`config.mk`:
```
export PLATFORM = sky130hd
export DESIGN_NAME = if_fetch_unit
export DESIGN_NICKNAME = d
export VERILOG_FILES = /design/src/rtl/arm_pkg.sv /design/src/rtl/if_id_reg.sv /design/src/rtl/if_fetch_unit.sv
export SDC_FILE = /design/constraint.sdc
export NUM_CORES = 1
export LEC_CHECK = 0
export CORE_MARGIN = 3
export CORE_UTILIZATION = 47
export CTS_CLUSTER_DIAMETER = 100
export DETAILED_ROUTE_END_ITERATION = 10
export GPL_ROUTABILITY_DRIVEN = 0
export PLACE_DENSITY = 0.77
export SLEW_MARGIN = 20
export SYNTH_ARGS = -nofsm -noshare
export SYNTH_HDL_FRONTEND = slang
export SYNTH_SLANG_ARGS = --single-unit
```
`constraint.sdc`:
```
create_clock -name clk -period 1.9 [get_ports clk]
set_clock_uncertainty 0.05 [all_clocks]
set_input_delay 0.475 -clock clk [delete_from_list [all_inputs] [get_ports clk]]
set_output_delay 0.475 -clock clk [all_outputs]
set_load 0.02 [all_outputs]
```
`src/rtl/arm_pkg.sv`:
```
// Shared fetch-stage types and constants.
package arm_pkg;

  typedef enum logic {
    S_REQ,
    S_HELD
  } fetch_state_t;

  localparam int unsigned PC_STEP   = 4;
  localparam logic [31:0] NOP_INSTR = 32'h0;

endpackage

```
`src/rtl/if_id_reg.sv`:
```
// IF/ID pipeline register: flush beats hold, hold beats load, otherwise a bubble.
module if_id_reg #(
  parameter int unsigned ADDR_W  = 32,
  parameter int unsigned INSTR_W = 32
) (
  input  logic               clk,
  input  logic               rst,
  input  logic               flush,
  input  logic               hold,
  input  logic               load,
  input  logic [ADDR_W-1:0]  pc_d,
  input  logic [INSTR_W-1:0] instr_d,
  output logic [ADDR_W-1:0]  pc_q,
  output logic [INSTR_W-1:0] instr_q,
  output logic               valid_q
);

  import arm_pkg::*;

  always_ff @(posedge clk or negedge rst) begin
    if (!rst) begin
      pc_q    <= '0;
      instr_q <= INSTR_W'(NOP_INSTR);
      valid_q <= 1'b0;
    end else if (flush) begin
      pc_q    <= '0;
      instr_q <= INSTR_W'(NOP_INSTR);
      valid_q <= 1'b0;
    end else if (hold) begin
      pc_q    <= pc_q;
      instr_q <= instr_q;
      valid_q <= valid_q;
    end else if (load) begin
      pc_q    <= pc_d;
      instr_q <= instr_d;
      valid_q <= 1'b1;
    end else begin
      pc_q    <= '0;
      instr_q <= INSTR_W'(NOP_INSTR);
      valid_q <= 1'b0;
    end
  end

endmodule

```
`src/rtl/if_fetch_unit.sv`:
```
// Instruction fetch: owns the PC, issues req/ready fetches, feeds the IF/ID register.
module if_fetch_unit #(
  parameter int unsigned        ADDR_W   = 32,
  parameter int unsigned        INSTR_W  = 32,
  parameter int unsigned        PC_STEP  = arm_pkg::PC_STEP,
  parameter logic [ADDR_W-1:0]  RESET_PC = '0
) (
  input  logic               clk,
  input  logic               rst,
  input  logic               freeze,
  input  logic               branch_taken,
  input  logic [ADDR_W-1:0]  branch_addr,
  output logic               imem_req,
  output logic [ADDR_W-1:0]  imem_addr,
  input  logic [INSTR_W-1:0] imem_rdata,
  input  logic               imem_ready,
  output logic [ADDR_W-1:0]  pc_out,
  output logic [INSTR_W-1:0] instruction,
  output logic               valid
);

  import arm_pkg::*;

  localparam logic [ADDR_W-1:0] STEP = ADDR_W'(PC_STEP);

  fetch_state_t       state;
  logic [ADDR_W-1:0]  pc;
  logic [ADDR_W-1:0]  pc_next;
  logic [ADDR_W-1:0]  redirect_tgt;
  logic               redirect_pend;
  logic [INSTR_W-1:0] skid_instr;
  logic               accept_word;
  logic               ifid_load;
  logic [INSTR_W-1:0] ifid_instr;

  assign pc_next   = pc + STEP;
  assign imem_req  = rst && (state == S_REQ);
  assign imem_addr = pc;

  // Both the live word and the skid word belong to the current pc, so pc+STEP serves either.
  assign accept_word = (state == S_REQ) && imem_ready && !redirect_pend;
  assign ifid_load   = (state == S_HELD) || accept_word;
  assign ifid_instr  = (state == S_HELD) ? skid_instr : imem_rdata;

  always_ff @(posedge clk or negedge rst) begin
    if (!rst) begin
      state         <= S_REQ;
      pc            <= RESET_PC;
      redirect_pend <= 1'b0;
      redirect_tgt  <= '0;
      skid_instr    <= '0;
    end else begin
      case (state)
        S_REQ: begin
          if (branch_taken) begin
            // Address must stay put until the in-flight fetch completes.
            if (imem_ready) begin
              pc            <= branch_addr;
              redirect_pend <= 1'b0;
            end else begin
              redirect_pend <= 1'b1;
              redirect_tgt  <= branch_addr;
            end
          end else if (imem_ready) begin
            if (redirect_pend) begin
              pc            <= redirect_tgt;
              redirect_pend <= 1'b0;
            end else if (freeze) begin
              skid_instr <= imem_rdata;
              state      <= S_HELD;
            end else begin
              pc <= pc_next;
            end
          end
        end
        S_HELD: begin
          if (branch_taken) begin
            pc    <= branch_addr;
            state <= S_REQ;
          end else if (!freeze) begin
            pc    <= pc_next;
            state <= S_REQ;
          end
        end
      endcase
    end
  end

  if_id_reg #(
    .ADDR_W  (ADDR_W),
    .INSTR_W (INSTR_W)
  ) u_if_id_reg (
    .clk     (clk),
    .rst     (rst),
    .flush   (branch_taken),
    .hold    (freeze),
    .load    (ifid_load),
    .pc_d    (pc_next),
    .instr_d (ifid_instr),
    .pc_q    (pc_out),
    .instr_q (instruction),
    .valid_q (valid)
  );

endmodule

```
==> results.py, run 1 <==
metrics = {
    "status": {
        "run_status": "complete, but fails checks",
        "violations": "setup timing",
    },
    "drt": {
        "routedWlPerCell_um": 19.79,
        "drt-vias-per-instance": 5.742,
        "drcViolationCount": 0,
        "drtIter0Drc": 681,
        "route.vias.total": 7539,
        "firstDrtPassIters": 6,
        "totalWireLength_um": 25980,
        "final_antenna_net_count": 0,
    },
    "power_and_ir_drop": {
        "power_frac_clock_pct": 33.1,
        "p_comb_share_pct": 25.1,
        "switching_share_pct": 32.38,
        "p_per_area_nw_per_um2": 864.3,
        "seq_power_share_pct": 41.8,
        "ir_worst_vdd_mv": 0.6708,
        "finalPower_uw": 10270,
        "lkg_pwr_uw": 0.005325,
        "p_switching_uw": 3325,
        "internal_power_uw": 6943,
    },
    "floorplan": {
        "die-width_um": 138.5,
        "placeableCoreArea_um2": 16880,
        "floorplan.die_area_um2": 19190,
        "starting_density_of_the_core_pct": 48.92,
        "floorplan.die.height_um": 138.5,
        "rows": 47,
        "top_level_ports": 167,
    },
    "clock_tree": {
        "cts_max_level": 4,
        "cts-buffers-inserted": 17,
        "cts_clk_pin_slew_worst_paths_ps": 70,
        "clock_insertion_delay_worst_skew_ps": 440,
        "tritoncts_clock_tree": "yes",
        "clock-root-buffer": "clkbuf_16",
        "cts_max_path_buffers": 2,
        "clock-sinks": 163,
    },
    "job": {
        "cap_viol_max_count": 0,
    },
    "layout": {
        "areaGrowthSynthToFinish_pct": 43.87,
        "most-common-layout-cells": "dfrtp_1, buf_4, nand2_1, o21ai_0, dlygate4sd2_1",
        "fillCellCount": 1241,
        "register_area_um2": 4106,
        "finish.net_count": 1150,
        "antenna_cells": 0,
        "multiInputGateArea_um2": 4120,
        "mostFrequentLayoutCell": "dfrtp_1",
        "layout-drive-gt1-share_pct": 29.64,
    },
    "critical_path": {
        "slowest_stage": "or4_4",
        "worst-endpoint-arrival_ps": 2330,
        "critical_path.cell_chain": "buf_6 -> nand4_4 -> buf_6 -> or4_4 -> nor4_4 -> xor2_1 -> o21a_1",
        "setup.worst_path.start_class": "flip-flop",
        "worst_path_largest_cell_delay_ps": 460,
        "crit_required_ps": 2190,
        "crit_path_max_fanout": 3,
        "end_kind": "flip-flop",
        "worst-setup-path-type": "flip-flop to flip-flop",
        "cp_most_frequent_cell": "buf_6",
    },
    "grt": {
        "grt_max_degree": 67,
        "first_global_vias": 7408,
        "grt_first_pass_wirelength_um": 40850,
        "grt_overflow_total": 0,
        "antenna_found_initial": 0,
        "gr-usage-all-layers_pct": 26.47,
    },
    "place": {
        "dp_hpwl_um": 18220,
        "dp_slack_ps": -482.2,
        "buffer_ports.inserted": 166,
    },
    "timing": {
        "fraction_of_the_cycle_the_final_worst_path_needs_pct": 107.6,
        "grt_setup_unrepaired": "yes",
        "post-route-worst-setup-slack_ps": -144.9,
        "final.min_clock_period_ps": 2045,
        "setup_viol_count_final": 9,
        "hold_violations": 0,
        "max_clock_freq_mhz": 489.0,
        "timing.max_slew.rel_slack_pct": 44.07,
        "finalMaxSlewViolations": 0,
        "worst_pin_slew_ps": 838.9,
        "setup_tns_ps": -456.2,
    },
    "yosys": {
        "synthesis.area_per_instance_um2": 10.09,
        "netlist_instances": 818,
        "leading_area_contributor_after_synthesis": "dfrtp_1",
        "synth_edf_count": 0,
        "synth.top_cell.area_share_pct": 49.40,
        "number_of_storage_elements_in_the_synthesis_netlist": 163,
        "synth-main-ff-cell": "dfrtp_1",
        "yosys_warnings": 0,
        "synth_area_leaders": "dfrtp_1, mux2_2, o21ai_0",
        "async_flop_share_pct": 100.0,
        "synth.yosys.seq_area_share_pct": 49.40,
        "synthesized_netlist_net_count": 888,
        "synth.distinct_cells": 60,
        "synth.cell_area_um2": 8257,
    },
    "hold_path": {
        "min-delay-path-class": "flip-flop to flip-flop",
    },
}
[metal layers]
layer	vias up	track usage (%)	share of wire [%]
met4	0	9.464	2.5
met5	-	0	0
met1	3680	36.83	42
met2	342	41.91	48
met3	59	4.828	7.8
li1	3458	-	-
[worst paths after layout]
| check | start | to | slack, ps | cells after the start |
|---|---|---|---|---|
| max reg2reg | imem_addr[3] | imem_addr[29] | -140 | 7 |
| max in group asynchronous | rst | imem_addr[19] | 260 | 4 |
| min reg2reg | u_if_id_reg.valid_q | u_if_id_reg.valid_q | 420 | 2 |
| max | imem_addr[3] | imem_addr[29] | -140 | 7 |
| min in group asynchronous | rst | u_if_id_reg.pc_q[0] | 450 | 3 |
| min | u_if_id_reg.valid_q | u_if_id_reg.valid_q | 420 | 2 |
[registers in the layout (all words and copies together) (netlist names)]
signal	count
redirect_tgt	32
redirect_pend	1
skid_instr	32
state	1
imem_addr	32
u_if_id_reg.pc_q	32
u_if_id_reg.valid_q	1
u_if_id_reg.instr_q	32
[cell usage after synthesis (3+ instances only)]
cell type,number
dfrtp_1,163
nand2_1,114
o21ai_0,101
mux2_2,62
mux2i_1,39
clkbuf_1,35
a21oi_1,33
nor2_1,29
nand3_1,19
buf_2,18
xnor2_1,18
nand4_1,15
nor3_1,14
xor2_1,13
and3_1,12
a31oi_1,9
a211oi_1,8
nand2b_1,8
a22o_1,7
buf_1,7
buf_4,7
nor4_1,7
inv_1,6
nor4_2,5
o21a_1,5
and4_1,4
o311ai_0,4
or4_4,4
a311oi_1,3
nor4_4,3
o21ai_1,3
o2bb2ai_1,3
o31ai_1,3
or2_2,3
[cells by family after synthesis]
| family | after synthesis | share of synthesized area [%] |
|---|---|---|
| simple gates | 253 | 15.99 |
| compound gates | 193 | 13.76 |
| flops | 163 | 49.40 |
| mux | 103 | 13.46 |
| buf+inv | 74 | 3.955 |
| xor+xnor | 31 | 3.288 |
| fa+ha+maj | 1 | 0.1515 |
[area by class of cell]
class,instances,share of cell area [%]
Sequential cell,163,34.57
Timing Repair Buffer,310,23.25
Inverter,7,0.2317
Clock inverter,15,1.369
Tap cell,220,2.317
Clock buffer,17,3.581
Multi-Input combinational cell,581,34.69
[worst max-delay path: cells and delay by family (launching register included)]
kind / cells / cell delay, ps
compound gates: 1 / 180
flops: 1 / 370
xor+xnor: 1 / 130
buf+inv: 2 / 260
simple gates: 3 / 950
[through the flow]
stage	hold WS (ps)	instances	utilization (%)	area (um^2)
5_1_grt	438.7	1313	70.38	11880
2_1_floorplan	129.4	818	-	8386
6_report	419.4	1313	70.38	11880
3_5_place_dp	372.2	1270	65.40	11040
3_3_place_gp	371.0	1270	65.40	11040
4_1_cts	426.7	1308	69.36	11710
[power groups by stage]
stage	Clock [uW]	Sequential (uW)	Combinational, uW
after floorplan	0	4510	1100
after global placement	0	4310	2480
after detailed placement	0	4340	2550
after CTS	3450	4280	2500
after global routing	3600	4340	2750
final	3400	4290	2580
[what timing repair did]
item / CTS / global route
setup endpoints to repair: 150 / 49
pin swaps: 16 / 15
hold buffers: 1 / 0
setup buffers: 5 / 5
endpoints found under the hold margin: 8 / 0
gates resized for setup: 142 / 55
Power figures use the tool's default switching activity.
==> inputs of run 2 (changes only) <==
- CORE_ASPECT_RATIO: unset -> 0.7
- CORE_UTILIZATION: 47 -> 48
- CTS_BUF_LIST: unset -> sky130_fd_sc_hd__clkbuf_2
- PLACE_DENSITY: 0.77 -> 0.78
- SKIP_CTS_REPAIR_TIMING: unset -> 1
==> run 2 against run 1 <==
Highest routed layer unchanged. Sequential power about the same. Critical endpoint is now imem_addr[30]. Worst setup slack got worse by 230 ps. Critical path type unchanged. Flip-flop and latch count unchanged. The run ends with hold timing, setup timing left. Hold slack got worse by 630 ps.
==> results.py, run 2 (synthesis gave the netlist of run 1 again) <==
metrics = {
    "layout": {
        "areaGrowthSynthToFinish_pct": 56.04,
        "final_cells": 1417,
        "mostFrequentLayoutCell": "buf_4",
        "finish.net_count": 1248,
        "fillCellCount": 1027,
        "final_area_um2": 12880,
        "most-common-layout-cells": "buf_4, buf_6, dfrtp_1, nand2_1, o21ai_0",
        "layout-drive-gt1-share_pct": 44.67,
    },
    "grt": {
        "grt_max_degree": 164,
        "antenna_found_initial": 1,
        "gr-usage-all-layers_pct": 26.98,
        "grt_overflow_total": 0,
        "first_global_vias": 7197,
        "grt_first_pass_wirelength_um": 39460,
    },
    "clock_tree": {
        "clock_insertion_delay_worst_skew_ps": 760,
        "clock-sinks": 163,
        "cts-buffers-inserted": 17,
        "clock-root-buffer": "clkbuf_2",
        "cts_max_level": 4,
        "tritoncts_clock_tree": "yes",
        "cts_clk_pin_slew_worst_paths_ps": 270,
        "cts_max_path_buffers": 2,
    },
    "critical_path": {
        "critical_path.cell_chain": "buf_6 -> ha_4 -> buf_6 -> nand4b_1 -> buf_4 -> nor4_4 -> mux2i_1 -> a21oi_1",
        "crit_required_ps": 2500,
        "worst_r2r_path_depth": 8,
        "reg_to_reg_startpoint": "imem_addr[2]",
        "worst-setup-path-type": "flip-flop to flip-flop",
        "critical_path.top_delay_family": "simple AND/OR/NAND/NOR gates",
        "crit_path_max_fanout": 4,
        "worst-endpoint-arrival_ps": 2870,
        "reg2reg_setup_slack_ps": -370,
        "cp_most_frequent_cell": "buf_6",
        "slowest_stage": "dfrtp_2",
        "worst_path_largest_cell_delay_ps": 430,
        "setup.worst_path.start_class": "flip-flop",
        "end_kind": "flip-flop",
        "r2r-end": "imem_addr[30]",
        "critical_path_buf_inv_count": 3,
    },
    "place": {
        "dp_slack_ps": -553.4,
        "dp_hpwl_um": 18610,
        "place_inst": 1276,
        "buffer_ports.inserted": 166,
        "placed_area_um2": 11090,
    },
    "drt": {
        "route.vias.total": 8479,
        "routedWlPerCell_um": 21.34,
        "final_antenna_net_count": 0,
        "drcViolationCount": 0,
        "totalWireLength_um": 30230,
        "firstDrtPassIters": 7,
        "top_signal_layer_used": "met4",
        "wirelength_met1_um": 12100,
        "drtIter0Drc": 1109,
        "met2WireLength_um": 13150,
        "route.met3.wl_um": 3900,
        "drt-vias-per-instance": 5.984,
    },
    "floorplan": {
        "floorplan.die.height_um": 115.7,
        "starting_density_of_the_core_pct": 49.77,
        "placeableCoreArea_um2": 16590,
        "top_level_ports": 167,
        "die-width_um": 162.8,
        "floorplan.die_area_um2": 18840,
        "rows": 39,
    },
    "power_and_ir_drop": {
        "finalPower_uw": 9989,
        "p_per_area_nw_per_um2": 775.3,
        "ir_worst_vdd_mv": 0.4733,
        "lkg_pwr_uw": 0.005760,
    },
    "status": {
        "violations": "hold timing, setup timing",
        "run_status": "complete, but fails checks",
    },
    "timing": {
        "post-route-worst-setup-slack_ps": -371.5,
        "setup_viol_count_final": 62,
        "final.hold.worst_slack_ps": -212.9,
        "max_clock_freq_mhz": 440.2,
        "finalMaxSlewViolations": 0,
        "fraction_of_the_cycle_the_final_worst_path_needs_pct": 119.6,
        "timing.max_slew.rel_slack_pct": 42.40,
        "hold_violations": 163,
        "grt_setup_unrepaired": "yes",
        "final.min_clock_period_ps": 2271,
        "worst_pin_slew_ps": 864.0,
        "setup_tns_ps": -9258,
    },
    "job": {
        "cap_viol_max_count": 0,
    },
    "hold_path": {
        "min-delay-path-class": "primary input to async pin",
    },
}
-- run 2: cell count changes in the layout (fill, tap and decap cells not counted), sizes merged, moves of 4 or more --
cell / before / now
bufinv: 0 / 4
buf: 148 / 337
clkdlybuf4s15: 14 / 0
clkinv: 8 / 3
dlygate4sd2: 77 / 0
-- run 2: report_power, final --
part / internal, uW / leakage (uW) / switching [uW] / total [uW]
clock network: 908 / 0.000173 / 1370 / 2280
logic: 1750 / 0.00354 / 1650 / 3400
registers: 3960 / 0.00205 / 351 / 4310
total: 6620 / 0.00576 / 3370 / 9990
-- run 2: stage by stage --
step	hold slack [ps]	util [%]
6_report	-212.9	77.65
5_1_grt	-182.2	77.65
4_1_cts	-188.8	68.63
3_5_place_dp	419.2	66.83
3_3_place_gp	410.3	66.83
2_1_floorplan	129.4	-
-- run 2: worst max-delay path by stage --
stage | start | to | slack (ps) | depth (start not counted)
2_1_floorplan | state | redirect_tgt[10] | -30 | 6
3_3_place_gp | freeze | skid_instr[29] | -520 | 6
3_5_place_dp | freeze | skid_instr[23] | -550 | 6
4_1_cts | imem_addr[6] | imem_addr[6] | -700 | 2
5_1_grt | imem_addr[2] | imem_addr[30] | -390 | 8
6_report | imem_addr[2] | imem_addr[30] | -370 | 8
-- run 2: final cells by class --
| type | instances | area [um^2] | area share (%) |
|---|---|---|---|
| clock inverters | 15 | 214.0 | 1.661 |
| clock buffers | 17 | 85.08 | 0.6604 |
| inverters | 7 | 27.53 | 0.2137 |
| well taps | 225 | 281.5 | 2.185 |
| flip-flops and latches | 163 | 4109 | 31.89 |
| repair buffers | 408 | 3875 | 30.08 |
| multi-input cells | 581 | 4289 | 33.29 |
| diodes | 1 | 2.502 | 0.01942 |
-- run 2: layer usage --
layer / global-route usage, % / vias to the layer above
li1: - / 3653
met4: 5.352 / 0
met2: 38.14 / 586
met5: 0 / -
met1: 40.45 / 4110
met3: 9.218 / 130
